**src/rtl/m_icache_fetch.sv**
```systemverilog
// m_icache_fetch: direct-mapped, one-word-line instruction cache with a single-outstanding miss FSM.
// Define ICACHE_PERF_EN to add the r_hit_cnt / r_miss_cnt performance counters.
module m_icache_fetch #(
    parameter int IDX_W      = 5,
    parameter bit INIT_VALID = 1'b0
) (
    input  logic        w_clk,
    input  logic        w_rst,
    input  logic [31:0] w_pc,
    input  logic        w_req,
    input  logic        w_flush,
    output logic [31:0] w_insn,
    output logic        w_valid,
    output logic        w_stall,
    output logic        w_mem_re,
    output logic [31:0] w_mem_adr,
    input  logic [31:0] w_mem_insn,
    input  logic        w_mem_oe
`ifdef ICACHE_PERF_EN
    ,
    output logic [31:0] r_hit_cnt,
    output logic [31:0] r_miss_cnt
`endif
);
    localparam int ENTRIES = 2 ** IDX_W;
    localparam int TAG_W   = 30 - IDX_W;

    localparam logic [1:0] ST_IDLE = 2'd0;
    localparam logic [1:0] ST_REQ  = 2'd1;
    localparam logic [1:0] ST_WAIT = 2'd2;
    localparam logic [1:0] ST_FILL = 2'd3;

    logic [1:0]         r_state;
    logic [1:0]         state_next;
    logic [31:0]        r_pc;
    logic [31:0]        r_data;
    logic [ENTRIES-1:0] valid_reg;
    logic [ENTRIES-1:0] fill_sel;
    logic [TAG_W-1:0]   tag_mem  [ENTRIES];
    logic [31:0]        data_mem [ENTRIES];

    logic [IDX_W-1:0]   idx;
    logic [IDX_W-1:0]   fill_idx;
    logic [TAG_W-1:0]   pc_tag;
    logic               hit;
    logic               idle_miss;
    logic               fill_we;
    logic               pc_match;

    assign idx       = w_pc[IDX_W+1:2];
    assign pc_tag    = w_pc[31:IDX_W+2];
    assign fill_idx  = r_pc[IDX_W+1:2];
    assign hit       = valid_reg[idx] && (tag_mem[idx] == pc_tag);
    assign idle_miss = (r_state == ST_IDLE) && w_req && !hit;
    assign fill_we   = (r_state == ST_FILL);
    assign pc_match  = (w_pc[31:2] == r_pc[31:2]);

    genvar gi;
    generate
        for (gi = 0; gi < ENTRIES; gi++) begin : g_fill_sel
            assign fill_sel[gi] = fill_we && (fill_idx == IDX_W'(gi));
        end
    endgenerate

    // Flush beats a same-cycle refill, so the forwarded word never becomes a stale line.
    always_ff @(posedge w_clk or posedge w_rst) begin
        if (w_rst) begin
            valid_reg <= {ENTRIES{INIT_VALID}};
        end else if (w_flush) begin
            valid_reg <= '0;
        end else begin
            valid_reg <= valid_reg | fill_sel;
        end
    end

    always_ff @(posedge w_clk) begin
        if (fill_we) begin
            tag_mem[fill_idx]  <= r_pc[31:IDX_W+2];
            data_mem[fill_idx] <= r_data;
        end
    end

    always_comb begin
        state_next = r_state;
        case (r_state)
            ST_IDLE: if (idle_miss) state_next = ST_REQ;
            ST_REQ:  state_next = ST_WAIT;
            ST_WAIT: if (w_mem_oe) state_next = ST_FILL;
            default: state_next = ST_IDLE;
        endcase
    end

    always_ff @(posedge w_clk or posedge w_rst) begin
        if (w_rst) begin
            r_state <= ST_IDLE;
            r_pc    <= '0;
            r_data  <= '0;
        end else begin
            r_state <= state_next;
            if (idle_miss) begin
                r_pc <= w_pc;
            end
            if ((r_state == ST_WAIT) && w_mem_oe) begin
                r_data <= w_mem_insn;
            end
        end
    end

    // Outputs are forced quiet while reset is held, even with w_req asserted.
    always_comb begin
        w_valid   = 1'b0;
        w_stall   = 1'b0;
        w_mem_re  = 1'b0;
        w_insn    = r_data;
        w_mem_adr = r_pc;
        if (!w_rst) begin
            case (r_state)
                ST_IDLE: begin
                    w_insn  = data_mem[idx];
                    w_valid = w_req && hit;
                    w_stall = w_req && !hit;
                end
                ST_REQ: begin
                    w_mem_re  = 1'b1;
                    w_stall   = 1'b1;
                    w_mem_adr = {r_pc[31:2], 2'b00};
                end
                ST_WAIT: begin
                    w_stall = 1'b1;
                end
                default: begin
                    w_valid = w_req && pc_match;
                end
            endcase
        end
    end

`ifdef ICACHE_PERF_EN
    logic idle_hit;
    assign idle_hit = (r_state == ST_IDLE) && w_req && hit;

    always_ff @(posedge w_clk or posedge w_rst) begin
        if (w_rst) begin
            r_hit_cnt  <= '0;
            r_miss_cnt <= '0;
        end else begin
            if (idle_hit) begin
                r_hit_cnt <= r_hit_cnt + 32'd1;
            end
            if (idle_miss) begin
                r_miss_cnt <= r_miss_cnt + 32'd1;
            end
        end
    end
`endif

endmodule

```
**config.mk**
```make
export PLATFORM = sky130hd
export DESIGN_NAME = m_icache_fetch
export DESIGN_NICKNAME = d
export VERILOG_FILES = /design/src/rtl/m_icache_fetch.sv
export SDC_FILE = /design/constraint.sdc
export NUM_CORES = 2
export LEC_CHECK = 0
export ABC_CLOCK_PERIOD_IN_PS = 5750
export CAP_MARGIN = 40
export CORE_MARGIN = 8
export CORE_UTILIZATION = 55
export CTS_CLUSTER_SIZE = 14
export DETAILED_ROUTE_END_ITERATION = 10
export PLACE_DENSITY_LB_ADDON = 0.12
export SETUP_SLACK_MARGIN = 0.05
export SLEW_MARGIN = 0
export SYNTH_ARGS = -nofsm -noshare
export SYNTH_HDL_FRONTEND = slang
export SYNTH_SLANG_ARGS = --single-unit
```
**constraint.sdc**
```tcl
create_clock -name w_clk -period 5.75 [get_ports w_clk]
set_clock_uncertainty 0.15 [all_clocks]
set_input_delay 1.15 -clock w_clk [delete_from_list [all_inputs] [get_ports w_clk]]
set_output_delay 1.15 -clock w_clk [all_outputs]
set_load 0.01 [all_outputs]
```
## Word level (Yosys, flattened, before mapping)

Memories as Yosys holds them, arrays and structs flattened.
Index checks and enable logic that the tools add are counted.

| operators by class | value |
|---|---|
| order comparisons | 1 |
| $mul | 0 |
| $add $sub $neg | 0 |
| divide/modulo/power cells | 0 |
| multiplexer cells | 18 |
| equality and inequality tests | 38 |
| bitwise gates (word level) | 1 |
| reductions and logical operators | 44 |
| shift operators | 0 |

Operators with widths:

| kind | number |
|---|---|
| $mux W32 | 3 |
| $eq A5 B5 Y1 const B | 16 |
| $eq A5 B4 Y1 const B | 8 |
| $logic_and A1 B1 Y1 | 39 |
| $or A32 B32 Y32 | 1 |
| $eq A30 B30 Y1 | 1 |
| $eq A25 B25 Y1 | 1 |
| $eq A5 B3 Y1 const B | 4 |
| $eq A5 B2 Y1 const B | 2 |
| $mux W2 | 4 |
| $mux W1 | 7 |
| $lt A5 B6 Y1 const B | 1 |
| $pmux W2 S3 | 1 |
| $bmux W1 S5 | 1 |
| $eq A5 B1 Y1 const B | 1 |
| $logic_not A5 Y1 | 1 |
| $eq A2 B2 Y1 const B | 2 |
| $ne A2 B2 Y1 const B | 2 |
| $pmux W1 S2 | 2 |
| $eq A2 B1 Y1 const B | 1 |
| $logic_not A2 Y1 | 1 |
| $reduce_and A2 Y1 | 1 |
| $reduce_or A2 Y1 | 1 |
| $logic_not A1 Y1 | 1 |

| word-level totals | value |
|---|---|
| memory bits (writable) | 1824 |
| bits in read-only memories | 0 |
| register bits | 98 |
| memories | 2 |
| word-level logic and storage cells | 108 |
| bits in latches | 0 |
| output and inout bits | 67 |
| input bits | 69 |

Memory list:

| memory | depth | bits a word | read ports | clocked after memory_dff | write ports | line | RTL |
|---|---|---|---|---|---|---|---|
| data_mem | 32 | 32 | 1 | 0 | 1 | 40 | `logic [31:0] data_mem [ENTRIES];` |
| tag_mem | 32 | 25 | 1 | 0 | 1 | 39 | `logic [TAG_W-1:0] tag_mem [ENTRIES];` |

## Depth between registers and ports, before layout

| logic depth | value |
|---|---|
| depth after elaboration | 7 |
| gate-level depth with buffers | 16 |
| gate-level depth less buffers | 10 |

## Least setup slack after synthesis

No wires, ideal clock.

| timing | value |
|---|---|
| path type | input port to output port |
| start point | in w_rst |
| end point | out w_insn[23] |
| data arrival time | 4.346 ns |
| required time | 4.450 ns |
| stages | 4 |
| path slack | 0.104 ns |
| cells stage by stage | inv_1 nand2_1 clkbuf_1 o21ai_0 |

| on the way | value |
|---|---|
| cells in the longest elaborated chain, start to end | 1 |

RTL lines:

| element | line | RTL |
|---|---|---|
| from (decl) | 8 | `input logic w_rst,` |
| $mux W32 | 116 | `if (!w_rst) begin` |
| to (decl) | 12 | `output logic [31:0] w_insn,` |

No other way between the ends.

## Worst setup path in the final report

| timing | value |
|---|---|
| start point | in w_pc[2] |
| end point | out w_valid |

| on the way | value |
|---|---|
| cells in the longest elaborated chain, start to end | 6 |

RTL lines:

| element | line | RTL |
|---|---|---|
| from (decl) | 9 | `input logic [31:0] w_pc,` |
| $mem_v2 Z32 W25 / $bmux W1 S5 (equally long branches) | -- |  |
| $eq A25 B25 Y1 / $mux W1 (equally long branches) | 53 | `assign hit = valid_reg[idx] && (tag_mem[idx] == pc_tag);` |
| $logic_and A1 B1 Y1 | 53 |  |
| $logic_and A1 B1 Y1 | 120 | `w_valid = w_req && hit;` |
| $pmux W1 S2 * | 117 | `case (r_state)` |
| $mux W1 * | 116 |  |
| to (decl) | 13 | `output logic w_valid,` |

Mark *: on every way between the ends. The rest lies on a longest branch, timed or not. The select of a mux whose other input is x is not followed.

==> impl_results.md <==
- Nets: 4,057
- Final WL: 199,000 um
- Top delay family on crit path: simple AND/OR/NAND/NOR gates
- Rel. slew slack: 0.336
- Sw Pwr: 0.00932 W
- Wire per inst: 33.6 um
- # clock sinks: 1,922
- Via Count: 38,100
- FMAX: 179 MHz
- Initial antenna violation count: 2
- CTS clk-pin slew, worst paths: 0.06 ns
- Final hold viol count: 0
- Leak: 29.6 nW
- Total power: 0.0363 W
- Post-synth top area share: 0.728
- Reg power frac: 0.520
- Number of flip-flops under the largest register name: 1,024
- Synth Flop Type: edfxtp_1
- Die X: 386 um
- Hold_buf cts: 0
- Crit path DAT: 4.30 ns
- Worst setup EP type: output pin
- R2r endpoint: r_pc[13]$_DFFE_PP0P_
- Clock Power Share: 0.332
- DRC errors left: 0
- Kind of critical path: input pin to output pin
- CTS tree: done
- Cell area after layout: 88,000 um^2
- Post-synth ARST share: 0.0510
- Via density: 6.43
- Most flops, register: data_mem
- DP HPWL: 109,000 um
- Critical Path Slowest Stage Cell: mux4_2
- Final ANT Viol Nets: 0
- Outcome: finished, final reports clean
- DIE HEIGHT: 386 um
- Vias in the first global route: 38,600
- CP Cell Sequence: buf_12 > buf_12 > buf_12 > mux4_2 > mux2_2 > o22ai_2 > a221oi_1 > xnor2_2 > and4_4 > nand4_4 > or3_4 > a2111oi_4 > buf_2
- Synthesized net count: 3,598
- Mapped Cells: 3,525
- Ports: 136
- Largest area contributor in the netlist: edfxtp_1
- Share of post-route cells with drive strength above 1: 0.278
- Hold Path Depth: 2
- Pre-antenna DRT Iters: 7
- Placed Instances: 5,543
- Register area share after synthesis: 0.760
- Hold Crit Class: register to register
- Required @ worst endpoint: 4.45 ns
- Power Density: 412 nW/um^2
- Critical path startpoint category: input pin
- Syn-to-layout area delta: 16.9%
- Die area: 149,000 um^2
- Root buffer cell: clkbuf_16
- Clock Latency Late Sink: 0.81 ns
- Worst slew pin tran: 0.997 ns
- WP depth: 13
- Final setup violation count: 0
- Port bufs: 135
- Buf+Inv Stages, Crit Path: 4
- Max incr delay on CP: 0.51 ns
- CP most frequent cell: buf_12
- Comb pwr share: 0.149
- Int Pwr: 0.0269 W
- Area contributors post-synth: edfxtp_1, mux4_2, mux2i_1
- Pre-CTS WS: -0.736 ns
- Register Area: 57,200 um^2
- Critical path fanouts, max: 13
- Final Non-Filler Cells: 5,926
- Core area: 136,000 um^2
- Total gr overflow: 0
- Final Max Tran Viols: 0
- Switching Share: 0.257
- Num CTS Buffers: 186
- Number of flops mapped to enable cells by yosys: 1,824
- Max Cap Viol: 0
- Final period util: 0.974
- Antenna Cells: 0
- First DRT Iteration DRCs: 4,709
- Multi-input logic area: 16,900 um^2
- CTS H-tree lvls: 4
- Top flop regs: data_mem (1024), tag_mem (800)
- Peak supply drop: 0.345 mV
- Gpl congestion: 0.826
- Initial core utilization: 0.555
- Pin count of the biggest net entering global routing: 99
- Total GRT Usage: 0.266
- Synthesized flop and latch total: 1,922
- Post-Place Cell Area: 81,200 um^2
- Fin crit period: 5.60 ns
- CTS Buffer Depth: 3
- Synth cell types: 69
- Hold Worst Slack: 0.347 ns
- Worst reg2reg setup slack: 1.81 ns
- Worst setup slack after layout: 0.151 ns
- Syn_area_per_cell: 21.4 um^2
- Filler Cell Count: 8,893
- Unrepaired setup endpoints after global routing: no
- Post-synthesis cell area: 75,300 um^2
- YS warnings: 0
- FF-to-FF path depth: 11
- End of the worst hold path: valid_reg[0]$_DFF_PP0_
- # rows: 135
- First-pass GRT wire length: 279,000 um
- RR Startpoint: tag_mem[7][3]$_DFFE_PP_
- Hold Startpoint: valid_reg[0]$_DFF_PP0_
[worst reg2reg max path: stages (launching register included)]
cell,delay (ns)
edfxtp_1,0.38
mux4_2,0.47
mux2_2,0.29
o22ai_1,0.16
a221oi_1,0.10
xor2_1,0.18
nor4_2,0.36
nand4_4,0.21
buf_4,0.21
o211ai_4,0.18
buf_4,0.68
mux2_2,0.45
[cell usage after synthesis, drive strengths merged, types with 15 or more instances]
master and n:
a21oi 27, a22oi 109, buf 153, clkbuf 61
dfrtp 98, edfxtp 1824, mux2 78, mux2i 301
mux4 397, nand2 93, nand3 41, nand4 15
nor2 110, o21ai 50, xnor2 31, xor2 24
[repair_timing]
item | CTS | global route
pin swaps | 5 | 5
setup endpoints to repair | 11 | 1
buffers inserted | 0 | 19
cloned | 1 | 3
resized for setup | 20 | 12
[power groups by stage]
stage / logic, W / clock network (W) / registers [W]
2_1_floorplan: 0.00210 / 0 / 0.0195
3_3_place_gp: 0.00454 / 0 / 0.0193
3_5_place_dp: 0.00486 / 0 / 0.0194
4_1_cts: 0.00489 / 0.0122 / 0.0191
5_1_grt: 0.00572 / 0.0127 / 0.0189
6_report: 0.00539 / 0.0120 / 0.0188
[stage by stage]
stage	setup TNS (ns)	utilization
floorplan	0	-
global placement	-2.75	0.594
detailed placement	-1.26	0.599
CTS	0	0.644
global route	0	0.649
finish	0	0.649
[cell usage in the layout (no fill, tap or decap), drive strengths merged, types with 4 or more instances in the layout]
cell type / n
a211oi: 5
a21oi: 27
a221oi: 5
a22oi: 109
and2: 5
and2b: 4
and3: 9
buf: 352
bufinv: 12
clkbuf: 254
clkdlybuf4s50: 128
clkinv: 79
dfrtp: 98
edfxtp: 1824
ha: 4
inv: 11
mux2: 78
mux2i: 301
mux4: 397
nand2: 93
nand2b: 5
nand3: 41
nand3b: 5
nand4: 15
nor2: 110
nor2b: 13
nor4: 11
o211ai: 4
o21ai: 50
o22ai: 4
xnor2: 31
xor2: 24
[cell type report]
class	count	area share
flip-flops and latches	1922	0.650
multi-input cells	1382	0.193
repair buffers	485	0.0626
clock buffers	251	0.0587
well taps	1781	0.0253
clock inverters	98	0.0101
inverters	7	0.000356
[how the worst max path moves through the flow]
stage,to,from,slack (ns)
3_3_place_gp,w_valid,w_pc[2],-0.80
2_1_floorplan,w_insn[23],w_rst,0.10
5_1_grt,w_valid,w_pc[2],0.07
3_5_place_dp,w_valid,w_pc[2],-0.74
6_report,w_valid,w_pc[2],0.15
4_1_cts,w_valid,w_pc[3],0.06
[kinds of logic after synthesis]
kind of cell,synth area share
xor gates and xnor gates,0.00640
buffers and inverters,0.0191
adders and majority gates,0.000665
DFF,0.760
AOI/OAI and AO/OA,0.0202
muxes,0.173
and+or+nand+nor,0.0205
[layer usage]
| metal | global-route usage | routed length, um | vias up |
|---|---|---|---|
| li1 | - | - | 15500 |
| met1 | 0.375 | 79400 | 20300 |
| met2 | 0.427 | 96700 | 1898 |
| met3 | 0.0514 | 17100 | 368 |
| met4 | 0.0808 | 6020 | 2 |
| met5 | 0 | 13 | - |
Power figures use the tool's default switching activity.
